**config.mk**
```make
export PLATFORM = sky130hd
export DESIGN_NAME = twiddle_fetch_ctrl
export DESIGN_NICKNAME = d
export VERILOG_FILES = /design/src/rtl/twiddle_fetch_ctrl.sv
export SDC_FILE = /design/constraint.sdc
export NUM_CORES = 1
export LEC_CHECK = 0
export ABC_AREA = 1
export CAP_MARGIN = 10
export CORE_MARGIN = 2
export CORE_UTILIZATION = 51
export CTS_BUF_LIST = sky130_fd_sc_hd__clkbuf_4 sky130_fd_sc_hd__clkbuf_8
export CTS_CLUSTER_SIZE = 25
export DETAILED_ROUTE_END_ITERATION = 8
export PLACE_DENSITY = 0.73
export SLEW_MARGIN = 15
export SYNTH_ARGS = -nofsm -noshare
export SYNTH_HDL_FRONTEND = slang
export SYNTH_SLANG_ARGS = --single-unit
```
**constraint.sdc**
```tcl
create_clock -name clk -period 3.2 [get_ports clk]
set_clock_uncertainty 0.05 [all_clocks]
set_input_delay 0.64 -clock clk [delete_from_list [all_inputs] [get_ports clk]]
set_output_delay 0.64 -clock clk [all_outputs]
set_load 0.05 [all_outputs]
```
**src/rtl/twiddle_fetch_ctrl.sv**
```systemverilog
`timescale 1ns/1ps
// Address sequencer for the real-part twiddle ROM with a credit-managed skid FIFO on the output.
// Optional build macro TW_LOOP_EN adds the `loop` input for continuous sweeps.
module twiddle_fetch_ctrl #(
    parameter int ADDR_W     = 5,
    parameter int DATA_W     = 16,
    parameter int ROM_LAT    = 1,
    parameter int FIFO_DEPTH = 2
) (
    input  logic                     clk,
    input  logic                     rst_n,
    input  logic                     start,
    input  logic [ADDR_W-1:0]        base,
    input  logic [ADDR_W:0]          len,
`ifdef TW_LOOP_EN
    input  logic                     loop,
`endif
    output logic [ADDR_W-1:0]        rom_addr,
    input  logic signed [DATA_W-1:0] rom_data,
    output logic signed [DATA_W-1:0] tw_data,
    output logic                     tw_valid,
    input  logic                     tw_ready,
    output logic                     busy,
    output logic                     done
);

    localparam int PTR_W = (FIFO_DEPTH > 1) ? $clog2(FIFO_DEPTH) : 1;
    localparam int CNT_W = $clog2(FIFO_DEPTH + 1);

    typedef enum logic [1:0] {IDLE, FETCH, DRAIN, DONE} state_t;

    state_t                   state;
    logic [ADDR_W-1:0]        base_q;
    logic [ADDR_W:0]          len_q;
    logic [ADDR_W:0]          issued;
    logic [ROM_LAT-1:0]       vld_p;
    logic signed [DATA_W-1:0] mem [FIFO_DEPTH];
    logic [PTR_W-1:0]         wr_ptr;
    logic [PTR_W-1:0]         rd_ptr;
    logic [CNT_W-1:0]         fifo_count;

    logic loop_en;
    logic push;
    logic pop;
    logic issue;
    logic last_issue;
    logic drained;
    int   inflight;
    int   committed;

`ifdef TW_LOOP_EN
    assign loop_en = loop;
`else
    assign loop_en = 1'b0;
`endif

    function automatic logic [PTR_W-1:0] ptr_inc(input logic [PTR_W-1:0] p);
        return (p == PTR_W'(FIFO_DEPTH - 1)) ? '0 : p + PTR_W'(1);
    endfunction

    assign tw_valid = (fifo_count != '0);
    assign tw_data  = mem[rd_ptr];

    // Credit counts words already in the FIFO plus reads in flight, net of this cycle's pop,
    // so a new read is only launched when its word is guaranteed a slot.
    always_comb begin
        pop      = tw_valid && tw_ready;
        push     = vld_p[ROM_LAT-1];
        inflight = 0;
        for (int i = 0; i < ROM_LAT; i++) begin
            inflight = inflight + int'(vld_p[i]);
        end
        committed  = int'(fifo_count) - int'(pop) + inflight + 1;
        issue      = (state == FETCH) && (issued != len_q) && (committed <= FIFO_DEPTH);
        last_issue = ((issued + (ADDR_W+1)'(1)) == len_q);
        drained    = (inflight == 0) &&
                     ((fifo_count == '0) || ((fifo_count == CNT_W'(1)) && pop));
    end

    // rom_addr always holds the address the ROM samples on the next edge; it advances on
    // each issue and parks on the final address once the sweep has been issued.
    always_ff @(posedge clk or negedge rst_n) begin
        if (!rst_n) begin
            state    <= IDLE;
            base_q   <= '0;
            len_q    <= '0;
            issued   <= '0;
            rom_addr <= '0;
            busy     <= 1'b0;
            done     <= 1'b0;
        end else begin
            case (state)
                IDLE: begin
                    if (start) begin
                        base_q <= base;
                        len_q  <= len;
                        issued <= '0;
                        if (len == '0) begin
                            state <= DONE;
                            done  <= 1'b1;
                        end else begin
                            state    <= FETCH;
                            busy     <= 1'b1;
                            rom_addr <= base;
                        end
                    end
                end
                FETCH: begin
                    if (issue) begin
                        if (last_issue && loop_en) begin
                            issued   <= '0;
                            rom_addr <= base_q;
                        end else if (last_issue) begin
                            issued <= issued + (ADDR_W+1)'(1);
                            state  <= DRAIN;
                        end else begin
                            issued   <= issued + (ADDR_W+1)'(1);
                            rom_addr <= rom_addr + ADDR_W'(1);
                        end
                    end
                end
                DRAIN: begin
                    if (drained) begin
                        state <= DONE;
                        busy  <= 1'b0;
                        done  <= 1'b1;
                    end
                end
                DONE: begin
                    done  <= 1'b0;
                    state <= IDLE;
                end
                default: state <= IDLE;
            endcase
        end
    end

    // ROM return pipe: vld_p[ROM_LAT-1] marks the cycle in which rom_data carries a fetched word.
    always_ff @(posedge clk or negedge rst_n) begin
        if (!rst_n) begin
            vld_p <= '0;
        end else begin
            vld_p[0] <= issue;
            for (int i = 1; i < ROM_LAT; i++) begin
                vld_p[i] <= vld_p[i-1];
            end
        end
    end

    always_ff @(posedge clk or negedge rst_n) begin
        if (!rst_n) begin
            wr_ptr     <= '0;
            rd_ptr     <= '0;
            fifo_count <= '0;
            for (int i = 0; i < FIFO_DEPTH; i++) begin
                mem[i] <= '0;
            end
        end else begin
            if (push) begin
                mem[wr_ptr] <= rom_data;
                wr_ptr      <= ptr_inc(wr_ptr);
            end
            if (pop) begin
                rd_ptr <= ptr_inc(rd_ptr);
            end
            if (push && !pop) begin
                fifo_count <= fifo_count + CNT_W'(1);
            end else if (!push && pop) begin
                fifo_count <= fifo_count - CNT_W'(1);
            end
        end
    end

endmodule

```
# Word-level counts from Yosys, hierarchy flattened
# Cells that the tools add are included.
[totals]
ff_bits = 58
in_bits = 31
word_cells = 98
[classes]
addsub = 9
magnitude_cmp = 4
eq_ne = 13
muxes = 32
bitwise_logic = 2
reduce_logical = 26
[ops]
columns = ["cell", "count"]
rows = [
  ["$mux 16", 4],
  ["$bwmux 32", 1],
  ["$logic_not 32->1", 1],
  ["$mux 5", 4],
  ["$demux 16 s1", 1],
  ["$mux 2", 7],
  ["$ne 2x2->1 const B", 7],
  ["$mux 6", 2],
  ["$pmux 6 s2", 1],
  ["$reduce_and 4->1", 3],
  ["$pmux 5 s2", 1],
  ["$logic_and 1x1->1", 8],
  ["$mux 1", 8],
  ["$pmux 2 s4", 1],
  ["$reduce_bool 2->1", 4],
  ["$add 6x1->6 const B", 1],
  ["$eq 6x6->1", 1],
  ["$logic_not 6->1", 1],
  ["$ne 6x6->1", 1],
  ["$add 4x2->5 const B", 1],
  ["$add 5x1->5 const B", 1],
  ["$le 5x3->1 const B", 1],
  ["$reduce_and 5->1", 1],
  ["$add 3x2->4", 1],
  ["17 further kinds", 24],
]

# Depth between registers and ports, before layout
# Gate-level depths: netlist of run 1.
[depth]
depth_word = 9
mapped_depth = 19
ltp_nobuf = 18

# Worst setup path after synthesis of run 1
# OpenSTA, ideal clock, no wires.
[synth_timing]
path_type = "input port to flip-flop"
from = "input port tw_ready"
to = "register rom_addr[2]"
setup_ns = 0.120
t_arrival_ns = 2.569
path_slack_ns = 0.461
stages = 14
n_path_buf = 0
path_cell_list = "inv_1 nor2_1 ha_1 ha_1 fa_1 inv_1 nor2_1 nand3_1 a21oi_1 nand2_2 nand2_1 nand3_2 nand2_1 nand2_1"
[synth_via]
elab_chain_cells = 8
[synth_rtl]
columns = ["element", "line_no", "source"]
rows = [
  ["start, declared", "22", "input logic tw_ready,"],
  ["$logic_and 1x1->1", "67", "pop = tw_valid && tw_ready;"],
  ["named net pop", "44", "logic pop;"],
  ["$sub 2x1->3", "73", "committed = int'(fifo_count) - int'(pop) + inflight + 1;"],
  ["$add 3x2->4", "73", ""],
  ["$add 4x2->5", "73", ""],
  ["$le 5x3->1", "74", "issue = (state == FETCH) && (issued != len_q) && (committed <= FIFO_DEPTH);"],
  ["$logic_and 1x1->1", "74", ""],
  ["$ne 2x2->1 (no line)", "-", ""],
  ["$reduce_and 5->1 (no line)", "-", ""],
  ["end signal, assigned", "104", "rom_addr <= base;"],
  ["end signal, assigned", "112", "rom_addr <= base_q;"],
  ["end signal, assigned", "118", "rom_addr <= rom_addr + ADDR_W'(1);"],
  ["end, declared", "18", "output logic [ADDR_W-1:0] rom_addr,"],
]
# The timed path passes the listed nets, and every way through them passes these cells.
# A chain may end at the register's enable or synchronous reset.

# Final worst setup path of run 1
[layout_timing]
from = "input port tw_ready"
to = "register rom_addr[3]"
# The elaborated chain is that of the path after synthesis.

==> results of run 1 <==
## cells in the final DEF (no fill, tap or decap), types with 2 or more instances in the layout
master             n
a21oi_1           10
buf_4              6
bufinv_16          2
clkbuf_8          11
clkdlybuf4s50_1   53
dfrtp_1           58
ha_1              14
inv_1             47
inv_2              6
nand2_1          164
nand3_1           14
nand3_2            2
nand4_1            6
nor2_1            17
nor2_2             3
o21ai_0           42
o21ai_1            2
o21ai_2            5
xnor2_1            3
xor2_1             5
## logic make-up after synthesis
logic type                 Yosys count  synth area share
buffers and inverters               67           0.08211
DFF                                 58            0.4601
AOI/OAI and AO/OA                   60            0.1011
adders and majority gates           15           0.06188
and+or+nand+nor                    211            0.2725
xor gates and xnor gates             8           0.02221
## registers in the layout (all words and copies together) (netlist names)
name / flops
mem: 32
issued: 6
done: 1
push: 1
fifo_count: 2
len_q: 6
rd_ptr: 1
rom_addr: 5
busy: 1
wr_ptr: 1
state: 2
## final timing paths
path | start | slack (ns) | to
max | tw_ready | 0.21 | rom_addr[3]
min | rst_n | 0.30 | len_q[3]
max reg2reg | fifo_count[0] | 0.31 | rom_addr[3]
min reg2reg | mem[28] | 0.43 | mem[28]
max in group asynchronous | rst_n | 2.11 | mem[13]
min in group clk | mem[28] | 0.43 | mem[28]
## metal layers
layer  GRT usage  wire, µm
met2      0.3573      3226
met4      0.1016        70
met5           0         0
met1      0.2859      3162
met3     0.04565       320
## power by group through the flow
stage	Clock [W]	Combinational, W	Sequential (W)
final	0.000774	0.00266	0.00130
after detailed placement	0	0.00265	0.00130
after floorplan	0	0.00179	0.00139
after global routing	0.000821	0.00296	0.00134
after CTS	0.000790	0.00266	0.00129
after global placement	0	0.00258	0.00129
## worst max-delay path, delay by kind of cell
| family | cells | cell delay [ns] |
|---|---|---|
| compound gates | 1 | 0.16 |
| fa+ha+maj | 3 | 0.96 |
| buf+inv | 3 | 0.58 |
| simple gates | 8 | 0.81 |
## area by class of cell
class / instances / area (µm²)
clock inverter: 4 / 73.82
inverter: 54 / 202.7
clock buffer: 12 / 158.9
fill: 527 / 1939
tap: 75 / 93.84
sequential: 58 / 1451
timing repair buffer: 60 / 580.6
multi-input combinational: 294 / 1455
## synth_stat cells (all sizes together)
| master | count | area, µm² |
|---|---|---|
| nor2 | 20 | 80.07 |
| ha | 14 | 175.2 |
| a21oi | 11 | 55.05 |
| nand3 | 16 | 90.09 |
| clkbuf | 12 | 45.04 |
| xor2 | 5 | 43.79 |
| xnor2 | 3 | 26.28 |
| nand2 | 166 | 628.1 |
| inv | 53 | 198.9 |
| nor3 | 1 | 5.000 |
| or2 | 1 | 6.260 |
| clkinv | 1 | 3.750 |
| nand4 | 7 | 50.05 |
| dfrtp | 58 | 1451 |
| buf | 1 | 11.26 |
| o21ai | 49 | 264.0 |
| fa | 1 | 20.02 |
## per-stage QoR
| stage | setup slack, ns | total power [W] | hold slack (ns) |
|---|---|---|---|
| floorplan | 0.4615 | 0.003179 | 0.2944 |
| global placement | -0.04893 | 0.003876 | 0.4152 |
| detailed placement | -0.1316 | 0.003952 | 0.4227 |
| CTS | 0.1995 | 0.004740 | 0.3239 |
| global route | 0.02415 | 0.005121 | 0.3670 |
| finish | 0.2150 | 0.004727 | 0.2971 |
==> flow_metrics.tcl, run 1 <==
set metrics [dict create \
    rsz0062_at_grt "no" \
    routed_wl_um 6780 \
    yosysWarnings 0 \
    grt_pass1_vias 2606 \
    p_sw_w 0.002255 \
    ys_ff_latch 58 \
    leakagePower_nw 2.093 \
    worst_ep_arrival_time_ns 3.16 \
    first_pass_iters 4 \
    dp.cells 541 \
    p_int_w 0.002472 \
    ctsResizeCount 0 \
    critPathKind "in2reg" \
    switching_share 0.4771 \
    place_area_um2 3772 \
    syn_avg_cell_area_um2 7.528 \
    die-area_um2 6830 \
    clkPwrFrac 0.164 \
    fmax_ghz 0.3350 \
    seq_power_share 0.274 \
    synth_nets 465 \
    cts_hold_buf 0 \
    vias 2771 \
    setup_violations 0 \
    fin_cells 557 \
    finalHoldViolations 0 \
    cp_slowest_cell "fa_1" \
    grt_pass1_wl_um 11430 \
    status "completed" \
    cts_num_sinks 58 \
    min_period_ns 2.985 \
    gp_congestion 0.8174 \
    area_growth_pct 27.33 \
    io_pins 55 \
    post-route-period-util 0.9328 \
    cts_tree "yes" \
    grtUsageTotal 0.2212 \
    crit_top_cell "nand2_1" \
    drc_errors 0 \
    grt_start_max_net_pins 34 \
    ys_seq_area_frac 0.4601 \
    crit_chain "clkdlybuf4s50_1, inv_1, nor2_2, ha_1, ha_1, fa_1, inv_1, nor2_1, nand3_1, a21oi_1, nand2_2, nand2_1, nand3_2, nand2_1, nand2_1" \
    grt-ovfl-total 0 \
    cts_root_buf "clkbuf_8" \
    maxCapViolCount 0 \
    drive_above_1_share 0.08921 \
    reg2reg_depth 15 \
    max_slew.worst_pin.slew_ns 0.9856 \
    drv_slew 0 \
    ant_nets 0 \
    synthesis.area_um2 3154 \
    drtIter0Drc 179 \
    hp-class "in2async" \
    port_buffers 54 \
    critical_path_required_ns 3.37 \
    fin_area_um2 4016 \
    cts_setup_buffers 0 \
    fin_setup_tns_ns 0 \
    clkSlewWorstSetupHoldPaths_ns 0.07 \
    power_per_cell_area_nw_per_um2 1177 \
    die_width_um 82.65 \
    wl_per_cell_um 12.17 \
    dp_hpwl_um 4895 \
    worstPathMaxFanout 5 \
    cts_buffers 9 \
    fin_nets 523 \
    slowest_delay_ns 0.49 \
    ir_drop_mv 0.7216 \
    clock_latency_ns 0.33 \
    cp-end-kind "register" \
    std_cell_rows 28 \
    cts_max_path_buffers 2 \
    h-tree-depth 3 \
    synthDistinctLibCells 24 \
    via_per_inst 4.975 \
    coreArea_um2 5956 \
    start_kind "input pin" \
    antenna_cells 0 \
    start_util 0.5296 \
    netlist_instances 419 \
    utilization 0.6744 \
    die_h_um 82.65 \
    antenna_found_initial 0 \
    power_frac_comb 0.562 \
    maxSlewHeadroom 0.3430 \
]
Note: power is estimated with default switching activity, not from simulation.
==> run 2, diff against run 1 <==
--- a/config.mk
+++ b/config.mk
@@ -12,7 +12,7 @@
 export CTS_BUF_LIST = sky130_fd_sc_hd__clkbuf_4 sky130_fd_sc_hd__clkbuf_8
 export CTS_CLUSTER_SIZE = 25
 export DETAILED_ROUTE_END_ITERATION = 8
-export PLACE_DENSITY = 0.73
+export PLACE_DENSITY = 0.86
 export SLEW_MARGIN = 15
 export SYNTH_ARGS = -nofsm -noshare
 export SYNTH_HDL_FRONTEND = slang
==> constraint.sdc (replaced) <==
create_clock -name clk -period 2.9 [get_ports clk]
set_clock_uncertainty 0.05 [all_clocks]
set_input_delay 0.58 -clock clk [delete_from_list [all_inputs] [get_ports clk]]
set_output_delay 0.58 -clock clk [all_outputs]
set_load 0.05 [all_outputs]
==> flow_metrics.tcl, run 2 (synthesis results as in run 1) <==
set metrics [dict create \
    start_util 0.5296 \
    coreArea_um2 5956 \
    p_sw_w 0.002603 \
    switching_share 0.4881 \
    fin_nets 530 \
    layout_common_cells "nand2_1 (163), dfrtp_1 (58), inv_1 (45)" \
    power_frac_comb 0.583 \
    grt_pass1_wl_um 11660 \
    reg2reg_slack_ns 0.23 \
    power_per_cell_area_nw_per_um2 1311 \
    hp-class "in2async" \
    leakagePower_nw 2.143 \
    io_pins 55 \
    p_int_w 0.002730 \
    antenna_found_initial 0 \
    drtIter0Drc 127 \
    post-route-period-util 0.9206 \
    timing.rr.end "issued[1]" \
    cp_num_buf_inv 2 \
    worstPathMaxFanout 6 \
    grt_pass1_vias 2729 \
    layout_commonest_cell "nand2_1" \
    routed_wl_um 7094 \
    slowest_delay_ns 0.48 \
    largest_reg_flops 32 \
    status "completed" \
    antenna_cells 0 \
    clkSlewWorstSetupHoldPaths_ns 0.07 \
    die-area_um2 6830 \
    setup_violations 0 \
    drive_above_1_share 0.1496 \
    path_delay_family "adder cells" \
    seq_power_share 0.269 \
    vias 2815 \
    cp-end-kind "register" \
    via_per_inst 5.000 \
    start_kind "register" \
    grt-ovfl-total 0 \
    cts_max_path_buffers 2 \
    cp_slowest_cell "fa_1" \
    whs_ns 0.2080 \
    cts_root_buf "clkbuf_8" \
    ant_nets 0 \
    regMostFlops "mem" \
    utilization 0.6832 \
    grtUsageTotal 0.2277 \
    cts_buffers 9 \
    min_period_ns 2.670 \
    cts_hold_buf 0 \
    die_h_um 82.65 \
    max_slew.worst_pin.slew_ns 0.9806 \
    finalHoldViolations 0 \
    port_buffers 54 \
    drc_errors 0 \
    ir_drop_mv 0.8283 \
    die_width_um 82.65 \
    std_cell_rows 28 \
    grt_start_max_net_pins 34 \
    critPathKind "reg2reg" \
    drv_slew 0 \
    critical_path_required_ns 3.07 \
    reg2reg_depth 15 \
    cts_num_sinks 58 \
    reg_top3 "mem: 32 flops, issued: 6 flops, len_q: 6 flops" \
    clkPwrFrac 0.147 \
    clock_latency_ns 0.33 \
    gp_congestion 0.8118 \
    maxCapViolCount 0 \
    h-tree-depth 3 \
    wl_per_cell_um 12.60 \
    crit_chain "inv_2, ha_4, nor2_4, ha_4, ha_4, fa_1, inv_1, nor2_1, nand3_1, a21oi_2, nand2_2, o21ai_4, nand2_4, nand2_1, o21ai_2" \
    area_growth_pct 29.00 \
    regToRegStartpoint "fifo_count[0]" \
    dp_hpwl_um 4829 \
    maxSlewHeadroom 0.3463 \
    crit_top_cell "ha_4" \
    fmax_ghz 0.3746 \
    first_pass_iters 4 \
    cts_tree "yes" \
    worst_ep_arrival_time_ns 2.84 \
]
==> run 2: metrics by stage <==
stage	power [W]	setup TNS [ns]	setup slack [ns]	instances	area, µm²
detailed placement	0.004329	-5.108	-0.4173	544	3755
floorplan	0.003508	0	0.1806	419	3154
global route	0.005770	-0.007550	-0.007550	563	4069
finish	0.005333	0	0.2303	563	4069
global placement	0.004203	-3.580	-0.2918	544	3755
CTS	0.005222	0	0.01796	560	4001
==> run 2: routing by layer <==
layer,vias up,track usage,part of all wire
met4,0,0.08525,0.016
met1,1285,0.2748,0.43
met3,12,0.05000,0.052
li1,1431,-,-
met2,87,0.3976,0.50
met5,-,0,0
==> run 2: what timing repair did <==
action,in CTS,in global routing
cloned,1,0
gates resized for setup,8,9
pin swaps,2,8
setup buffers,0,3
endpoints found under the hold margin,0,0
endpoints found under the setup margin,13,13
==> run 2: power by group through the flow <==
stage                     Combinational, W  Clock [W]  Sequential [W]
after global routing               0.00345   0.000834         0.00149
after global placement             0.00278          0         0.00142
after floorplan                    0.00197          0         0.00154
after detailed placement           0.00289          0         0.00144
final                              0.00311   0.000785         0.00144
after CTS                          0.00299   0.000800         0.00143
==> run 2: worst max path at each step <==
stage / start / slack (ns) / endpoint / cells past startpoint
after global placement: tw_ready / -0.29 / issued[3] / 15
after detailed placement: tw_ready / -0.42 / issued[2] / 18
final: fifo_count[0] / 0.23 / issued[1] / 15
after floorplan: fifo_count[0] / 0.18 / rom_addr[2] / 15
after CTS: tw_ready / 0.02 / rom_addr[2] / 18
after global routing: fifo_count[0] / -0.008 / state[0] / 15
==> run 2: cell type report <==
class,instances,area [µm²]
clock inverters,6,82.58
repair buffers,66,588.1
well taps,75,93.84
flip-flops and latches,58,1451
multi-input cells,295,1526
fillers,478,1887
clock buffers,9,123.9
inverters,54,202.7
==> run 2: worst reg2reg max path, stage by stage (launching register included) <==
cell and delay, ns:
dfrtp_1 0.38, inv_2 0.08, ha_4 0.18, nor2_4 0.11
ha_4 0.22, ha_4 0.17, fa_1 0.49, inv_1 0.04
nor2_1 0.09, nand3_1 0.09, a21oi_2 0.17, nand2_2 0.12
o21ai_4 0.12, nand2_4 0.10, nand2_1 0.10, o21ai_2 0.06
==> run 3, diff against run 2 <==
--- a/config.mk
+++ b/config.mk
@@ -6,6 +6,7 @@
 export NUM_CORES = 1
 export LEC_CHECK = 0
 export ABC_AREA = 1
+export ABC_CLOCK_PERIOD_IN_PS = 2900
 export CAP_MARGIN = 10
 export CORE_MARGIN = 2
 export CORE_UTILIZATION = 51
==> results of run 3 <==
Final layout, timing and power as in run 2 (identical DEF).
